## src/rtl/alu_muldiv.sv

```systemverilog
// alu_muldiv: registered execute-stage ALU with an iterative multiply/divide unit and HI/LO registers
module alu_muldiv #(
  parameter int WIDTH = 32
) (
  input  logic             clk,
  input  logic             reset,
  input  logic             start,
  input  logic [3:0]       aluControl,
  input  logic [WIDTH-1:0] srcA,
  input  logic [WIDTH-1:0] srcB,
  output logic [WIDTH-1:0] aluOut,
  output logic             zeroFlag,
  output logic [WIDTH-1:0] hi,
  output logic [WIDTH-1:0] lo,
  output logic             busy,
  output logic             done
);
  localparam int CW = $clog2(WIDTH);
  typedef enum logic [1:0] {IDLE, RUN, FIX} state_t;
  state_t state_q, state_d;
  logic [WIDTH-1:0] alu_q, alu_d, hi_q, hi_d, lo_q, lo_d, b_q, b_d, res;
  logic [2*WIDTH-1:0] acc_q, acc_d, mul_next, div_next, prod;
  logic [CW-1:0] cnt_q, cnt_d;
  logic div_q, div_d, neg_q, neg_d, sa_q, sa_d, done_q, done_d;
  logic accept, multi, sa, sb;
  logic [WIDTH-1:0] mag_a, mag_b, quo, rem;
  logic [WIDTH:0] mul_sum, rem_sh, rem_diff;
  assign accept = state_q == IDLE && start;
  assign multi  = aluControl[3:2] == 2'b10;
  assign sa     = !aluControl[0] && srcA[WIDTH-1];
  assign sb     = !aluControl[0] && srcB[WIDTH-1];
  assign mag_a  = sa ? -srcA : srcA;
  assign mag_b  = sb ? -srcB : srcB;
  // acc holds {partial product, multiplier} or {remainder, dividend/quotient}
  assign mul_sum  = {1'b0, acc_q[2*WIDTH-1:WIDTH]} + (acc_q[0] ? {1'b0, b_q} : '0);
  assign mul_next = {mul_sum, acc_q[WIDTH-1:1]};
  assign rem_sh   = acc_q[2*WIDTH-1:WIDTH-1];
  assign rem_diff = rem_sh - {1'b0, b_q};
  assign div_next = rem_diff[WIDTH] ? {rem_sh[WIDTH-1:0], acc_q[WIDTH-2:0], 1'b0}
                                    : {rem_diff[WIDTH-1:0], acc_q[WIDTH-2:0], 1'b1};
  assign prod = neg_q ? -acc_q : acc_q;
  assign quo  = b_q == '0 ? '1 : neg_q ? -acc_q[WIDTH-1:0] : acc_q[WIDTH-1:0];
  assign rem  = sa_q ? -acc_q[2*WIDTH-1:WIDTH] : acc_q[2*WIDTH-1:WIDTH];
  always_comb begin
    case (aluControl)
      4'b0000: res = srcA & srcB;
      4'b0001: res = srcA | srcB;
      4'b0010: res = srcA + srcB;
      4'b0011: res = srcA ^ srcB;
      4'b0100: res = ~(srcA | srcB);
      4'b0101: res = WIDTH'(srcA < srcB);
      4'b0110: res = srcA - srcB;
      4'b0111: res = WIDTH'($signed(srcA) < $signed(srcB));
      4'b1100: res = hi_q;
      4'b1101: res = lo_q;
      default: res = srcA;
    endcase
  end
  always_ff @(posedge clk or posedge reset) begin
    if (reset) state_q <= IDLE;
    else       state_q <= state_d;
  end
  always_comb begin
    case (state_q)
      IDLE:    state_d = accept && multi ? RUN : IDLE;
      RUN:     state_d = cnt_q == CW'(WIDTH - 1) ? FIX : RUN;
      default: state_d = IDLE;
    endcase
  end
  always_comb begin
    busy     = state_q != IDLE;
    done     = done_q;
    aluOut   = alu_q;
    zeroFlag = alu_q == '0;
    hi       = hi_q;
    lo       = lo_q;
  end
  always_comb begin
    alu_d  = alu_q;
    hi_d   = hi_q;
    lo_d   = lo_q;
    acc_d  = acc_q;
    b_d    = b_q;
    cnt_d  = cnt_q;
    div_d  = div_q;
    neg_d  = neg_q;
    sa_d   = sa_q;
    done_d = 1'b0;
    if (accept && multi) begin
      acc_d = {{WIDTH{1'b0}}, mag_a};
      b_d   = mag_b;
      cnt_d = '0;
      div_d = aluControl[1];
      neg_d = sa ^ sb;
      sa_d  = sa;
    end else if (accept) begin
      alu_d  = res;
      done_d = 1'b1;
      hi_d   = aluControl == 4'b1110 ? srcA : hi_q;
      lo_d   = aluControl == 4'b1111 ? srcA : lo_q;
    end else if (state_q == RUN) begin
      acc_d = div_q ? div_next : mul_next;
      cnt_d = cnt_q + 1'b1;
    end else if (state_q == FIX) begin
      {hi_d, lo_d} = div_q ? {rem, quo} : prod;
      done_d       = 1'b1;
    end
  end
  always_ff @(posedge clk or posedge reset) begin
    if (reset) begin
      alu_q  <= '0;
      hi_q   <= '0;
      lo_q   <= '0;
      acc_q  <= '0;
      b_q    <= '0;
      cnt_q  <= '0;
      div_q  <= 1'b0;
      neg_q  <= 1'b0;
      sa_q   <= 1'b0;
      done_q <= 1'b0;
    end else begin
      alu_q  <= alu_d;
      hi_q   <= hi_d;
      lo_q   <= lo_d;
      acc_q  <= acc_d;
      b_q    <= b_d;
      cnt_q  <= cnt_d;
      div_q  <= div_d;
      neg_q  <= neg_d;
      sa_q   <= sa_d;
      done_q <= done_d;
    end
  end
endmodule

```

## config.mk

```make
export PLATFORM = sky130hd
export DESIGN_NAME = alu_muldiv
export DESIGN_NICKNAME = d
export VERILOG_FILES = /design/src/rtl/alu_muldiv.sv
export SDC_FILE = /design/constraint.sdc
export NUM_CORES = 1
export LEC_CHECK = 0
export BUFFER_PORTS_ARGS = -buffer_cell sky130_fd_sc_hd__buf_2
export CAP_MARGIN = 0
export CORE_MARGIN = 5
export CORE_UTILIZATION = 50
export CTS_BUF_LIST = sky130_fd_sc_hd__clkbuf_8
export CTS_CLUSTER_SIZE = 24
export DETAILED_ROUTE_END_ITERATION = 6
export PLACE_DENSITY_LB_ADDON = 0.2
export SLEW_MARGIN = 20
export SYNTH_ARGS = -nofsm -noshare
export SYNTH_HDL_FRONTEND = slang
export SYNTH_SLANG_ARGS = --single-unit
export TNS_END_PERCENT = 1
```

## constraint.sdc

```tcl
create_clock -name clk -period 6.75 [get_ports clk]
set_input_delay 1.35 -clock clk [delete_from_list [all_inputs] [get_ports clk]]
set_output_delay 1.35 -clock clk [all_outputs]
set_load 0.01 [all_outputs]
```

==> run summary, run 1 <==
run status - complete, but fails checks
failing checks - design-rule violations
cell area after synthesis - 0.02125 sq mm
Min-Delay Startpoint - b_q[17]
DR DRC count - 2
fmax - 207.0 MHz
final slew viol count - 0
die area - 0.04671 sq mm
launch point of the worst reg-to-reg path - acc_q[31]
worst-skew pair later-pin latency - 620 ps
die width - 216.1 microns
Pleak - 10.35 nW
Synth async-reset ratio - 1.000
critical path type - reg -> reg
Req. time, crit path - 7250 ps
drt first-iter violations - 2686
Post-Layout Cell Count - 3469
final setup fails - 0
Post-synth EDFFs - 0
Main synth FF type - dfrtp_1
CTS Buffer Depth - 3
Tcrit/Tclk final - 0.7157
Slew headroom - 0.2496
# Max-Cap Violations - 0
crit path cell chain - inv_1 -> ha_1 -> inv_1 -> fa_1 -> a21oi_1 -> o21ai_0 -> a21oi_1 -> o21ai_0 -> o21ai_0 -> o21ai_0 -> xor2_4 -> buf_4 -> mux2_2 -> a21oi_1 -> nor2_1
hold endpoint - b_q[17]
Final WS setup - 1919 ps
via/cell ratio - 6.661
Core Area - 0.04195 sq mm
Ys Warns - 0
vias in the first global route - 21830
Distinct cells, synth - 84
# fillers - 4065
clk slew on worst S/H paths - 70 ps
Worst Hold Class - reg -> reg
minimum clock period - 4831 ps
Crit Reg-Reg Endpoint - acc_q[35]
GRT Resource Usage Total - 0.3757
final hold viol count - 0
Hold Path Cell Cnt - 2
area of the multi-input gates - 0.01496 sq mm
Worst EP arrival - 5330 ps
Max VDD drop - 0.0003974 V
Clock Skew - 33.00 ps
commonest non-fill, non-tap cells in the layout - 294 x nor2_1, 269 x o21ai_0, 259 x nand2_1
routed len/inst - 26.40 microns
Die Span Y - 216.1 microns
post-CTS resize count - 0
Top Ports - 170
FF+latch count, synth - 203
Setup Buffers After CTS - 0
top cell type's share of synthesized area - 0.2391
Max FO, Critical Path - 17
Post-Route WL - 91590 microns
Cells after Synth - 2836
Starting Density - 0.5065
Layout Area Growth over Synthesis - 9.582%
FF/Latch Area - 0.005081 sq mm
post-synth top area cell - dfrtp_1
P per Cell Area - 489.9 mW/mm^2
Slew @ Worst Pin - 1123 ps
CTS root buf - clkbuf_8
CTS tree - done
commonest non-fill, non-tap cell in the layout - nor2_1
pre-CTS setup slack - 1856 ps
CTS H-tree lvls - 2
max incr delay on CP - 750 ps
nets - 3153
layout cells sized above 1 - 0.1109
Post-CTS Hold Fix Bufs - 0
clk sinks - 203
pin count of the biggest net entering global routing - 148
reg2reg setup slack - 1920 ps
setup TNS - 0 ps
initial antenna violation count - 0
Worst setup EP type - flip-flop
# rows - 75
Seq/Total Area, Yosys - 0.2391
Ant. Diodes - 0
top post-synthesis cells by area - dfrtp_1 24%, ha_1 10%, o21ai_0 6.4%
Num CTS Buffers - 41
1st-pass router iterations - 7
Placer Congestion - 1.060
Detail Placement HPWL - 69800 microns
global-route wire length before repair - 137000 microns
Final ANT Viol Nets - 0
Mapped Avg Cell Area - 7.491 sq um
Placed Cells incl. Taps - 3397
slowest CP cell - o21ai_0
I/O Buffers - 169
grt total ovfl - 0
Worst Reg2Reg Path Length in Cells - 15
most used cell, CP - o21ai_0
Vias - 23110
Net Count, Synth - 3088
crit path launch type - flip-flop
RSZ-0062 raised after global routing - false
==> critical path: cells and delay by family, from the launching register on <==
family	cells	cell delay [ps]
compound gates	7	2200
xor+xnor	1	580
fa+ha+maj	2	580
buf+inv	3	540
flops	1	370
mux	1	360
simple gates	1	50
==> cells in the mapped netlist (all sizes together) (9+ instances only) <==
| master | instances |
|---|---|
| a211oi | 40 |
| a21o | 52 |
| a21oi | 243 |
| a221o | 14 |
| a221oi | 26 |
| a22oi | 31 |
| a31oi | 40 |
| and2 | 15 |
| and3 | 24 |
| buf | 23 |
| clkbuf | 165 |
| dfrtp | 203 |
| ha | 177 |
| inv | 146 |
| mux2i | 56 |
| nand2 | 262 |
| nand2b | 35 |
| nand3 | 48 |
| nand4 | 25 |
| nor2 | 298 |
| nor2b | 24 |
| nor3 | 61 |
| nor4 | 34 |
| o211ai | 52 |
| o21a | 12 |
| o21ai | 273 |
| o21bai | 20 |
| o221ai | 9 |
| o22ai | 64 |
| o31ai | 29 |
| o41ai | 15 |
| or3 | 11 |
| or4 | 9 |
| xnor2 | 136 |
| xor2 | 44 |
==> worst max path at each step <==
stage	cells after the start	slack [ps]	to	startpoint
floorplan	14	2540	aluOut[31]	srcA[14]
global placement	15	1860	aluOut[30]	srcA[0]
detailed placement	15	1860	aluOut[30]	srcA[0]
CTS	15	1960	acc_q[35]	acc_q[31]
global route	15	1630	acc_q[35]	acc_q[31]
finish	15	1920	acc_q[35]	acc_q[31]
==> routing by layer <==
layer  global-route usage  up-vias  wire, microns
met2               0.5756     1326          39720
met1               0.5250    11130          38690
met4               0.1342        0           3672
met3              0.08317      198           9503
li1                     -    10450              -
met5                    0        -              0
==> state kept, by name, summed over array words and instances, names as in the netlist <==
| register | count |
|---|---|
| lo | 32 |
| b_q | 32 |
| aluOut | 32 |
| sa_q | 1 |
| hi | 32 |
| state_q | 2 |
| done | 1 |
| acc_q | 64 |
| neg_q | 1 |
| div_q | 1 |
| cnt_q | 5 |
==> metrics by stage <==
step	area (sq um)	util	power, W	hold slack (ps)
floorplan	21250	-	0.007607	449.8
finish	23280	0.5550	0.01141	506.5
global placement	22430	0.5348	0.009690	466.6
CTS	23280	0.5550	0.01126	501.1
detailed placement	22430	0.5348	0.009841	483.9
global route	23280	0.5550	0.01223	538.4
==> layout make-up <==
| cell class | count | area share |
|---|---|---|
| Timing Repair Buffer | 210 | 0.05009 |
| Inverter | 147 | 0.02386 |
| Multi-Input combinational cell | 2298 | 0.6424 |
| Clock inverter | 26 | 0.009190 |
| Tap cell | 539 | 0.02897 |
| Clock buffer | 46 | 0.02719 |
| Sequential cell | 203 | 0.2183 |
==> cells by family after synthesis <==
family / share of synthesized area
AOI/OAI and AO/OA: 0.3000
adders and majority gates: 0.1080
xor gates and xnor gates: 0.07420
and+or+nand+nor: 0.1862
DFF: 0.2391
buffers and inverters: 0.06243
muxes: 0.03009
==> report_power, final <==
part | switching [W] | leakage [nW] | internal (W) | total (W)
Clock | 0.000625 | 0.471 | 0.000745 | 0.00137
Combinational | 0.00432 | 7.46 | 0.00289 | 0.00721
Sequential | 0.00100 | 2.41 | 0.00183 | 0.00283
Note: power is estimated with default switching activity, not from simulation.
==> run 2, diff against run 1 <==
clock period = 4.66 ns   (was 6.75 ns; I/O delays follow)
==> run 2 against run 1 <==
The run still ends with design-rule violations left. Setup slack got worse by 1400 ps. Fmax rose by 16%. Cell count rose by 1.8%. Die area did not move. Sequential power rose by 42%. Combinational power rose by 50%.
==> run summary, run 2 (synthesis results as in run 1) <==
run status - complete, but fails checks
failing checks - design-rule violations
number of flip-flops in the largest register - 64 (unchanged)
global-route wire length before repair - 137400 microns (+0.33%)
RSZ-0062 raised after global routing - false
# Max-Cap Violations - 0 (unchanged)
Num CTS Buffers - 41 (unchanged)
Post-CTS Hold Fix Bufs - 0 (unchanged)
Slew headroom - 0.3454 (+0.09588)
minimum clock period - 4167 ps (-664.0 ps)
CTS root buf - clkbuf_8
Detail Placement HPWL - 71200 microns (+2.0%)
Top Ports - 170 (unchanged)
grt total ovfl - 0 (unchanged)
Setup Buffers After CTS - 0 (unchanged)
Worst setup EP type - flip-flop
final slew viol count - 0 (unchanged)
Max VDD drop - 0.0006066 V (+53%)
Placer Congestion - 1.024 (-3.3%)
Pleak - 10.65 nW (+2.9%)
Worst EP arrival - 4660 ps (-670 ps)
Post-Route WL - 92350 microns (+0.83%)
Vias - 23360 (+1.1%)
CTS H-tree lvls - 2 (unchanged)
final hold viol count - 0 (unchanged)
drt first-iter violations - 2714 (+1.0%)
Final ANT Viol Nets - 0 (unchanged)
# rows - 75 (unchanged)
setup TNS - 0 ps (unchanged)
commonest non-fill, non-tap cell in the layout - nor2_1
critical path type - reg -> reg
initial antenna violation count - 3 (+3)
worst-skew pair later-pin latency - 620 ps (about the same)
fmax - 240.0 MHz (+16%)
via/cell ratio - 6.618 (-0.64%)
layout cells sized above 1 - 0.1270 (+0.01613)
die area - 0.04671 sq mm (unchanged)
Clock Skew - 25.83 ps (-7.167 ps)
routed len/inst - 26.16 microns (-0.92%)
Die Span Y - 216.1 microns (unchanged)
commonest non-fill, non-tap cells in the layout - 294 x nor2_1, 269 x o21ai_0, 259 x nand2_1
Tcrit/Tclk final - 0.8941 (+0.1785)
final setup fails - 0 (unchanged)
Ant. Diodes - 0 (unchanged)
pin count of the biggest net entering global routing - 102 (-31%)
CTS Buffer Depth - 3 (unchanged)
Reg with most FFs - acc_q
Util after Layout - 0.5661 (+0.01107)
clk slew on worst S/H paths - 60 ps (about the same)
I/O Buffers - 169 (unchanged)
Slew @ Worst Pin - 979.4 ps (-144.0 ps)
GRT Resource Usage Total - 0.3780 (+0.002274)
P per Cell Area - 705.5 mW/mm^2 (+44%)
clk sinks - 203 (unchanged)
Layout Area Growth over Synthesis - 11.77%
crit path launch type - flip-flop
post-CTS resize count - 0 (unchanged)
1st-pass router iterations - 7 (unchanged)
CTS tree - done
Req. time, crit path - 5150 ps (-2100 ps)
die width - 216.1 microns (unchanged)
Worst Hold Class - in -> async
Max FO, Critical Path - 23 (+6)
DR DRC count - 2 (unchanged)
Starting Density - 0.5065 (unchanged)
Core Area - 0.04195 sq mm (unchanged)
vias in the first global route - 22060 (+1.1%)
nets - 3213 (+1.9%)
run 2: cell types whose count changed in the layout (fill, tap and decap cells not counted), moves of 2 or more:
cell,delta
clkinv_2,-4
clkbuf_8,+2
buf_12,+4
inv_1,+5
buf_4,+56
run 2: where the power goes:
group | total [W] | internal [W] | leakage, nW | switching (W)
Sequential | 0.00401 | 0.00265 | 2.41 | 0.00136
Clock | 0.00194 | 0.00105 | 0.472 | 0.000895
Combinational | 0.0108 | 0.00435 | 7.77 | 0.00645
run 2: layout make-up:
cell class / instances / area [sq um]
clock buffer: 48 / 660.6
clock inverter: 25 / 165.2
fill: 4071 / 18200
inverter: 147 / 555.5
multi-input combinational: 2298 / 14940
sequential: 203 / 5081
tap: 539 / 674.4
timing repair buffer: 270 / 1667
run 2: layer usage:
metal,vias to the layer above,track usage,wire (microns)
li1,10560,-,-
met1,11190,0.5101,37860
met2,1380,0.5829,40160
met3,230,0.09964,10300
met4,6,0.1469,3960
met5,-,0,66
run 2: final timing paths:
| path | from | to | slack [ps] | cells after the start |
|---|---|---|---|---|
| setup / recovery | acc_q[31] | acc_q[35] | 490 | 16 |
| hold / removal | reset | acc_q[33] | 420 | 2 |
| setup reg to reg | acc_q[31] | acc_q[35] | 490 | 16 |
| hold reg to reg | aluOut[5] | aluOut[5] | 500 | 2 |
| max in group asynchronous | reset | hi[29] | 3200 | 3 |
| min in group clk | aluOut[5] | aluOut[5] | 500 | 2 |
run 2: critical path, cell delays in order, from the launching register on:
cell and delay [ps]:
dfrtp_1 370, inv_1 230, ha_1 260, inv_1 70, fa_1 400, a21oi_1 210
o21ai_0 120, a21oi_1 250, o21ai_0 270, o21ai_0 240, buf_4 160, o21ai_0 200
xor2_4 420, buf_12 250, mux2_2 350, a21oi_1 160, nor2_1 50
run 2: metrics by stage:
step / hold slack, ps / area [sq um] / power [W] / setup WS, ps / std cells
2_1_floorplan: 449.8 / 21250 / 0.01102 / 868.4 / 2836
3_3_place_gp: 467.8 / 22920 / 0.01425 / 161.9 / 3457
3_5_place_dp: 483.5 / 22920 / 0.01448 / 207.6 / 3457
4_1_cts: 412.9 / 23740 / 0.01649 / 525.1 / 3530
5_1_grt: 458.2 / 23750 / 0.01790 / 225.5 / 3530
6_report: 422.2 / 23750 / 0.01675 / 493.3 / 3530
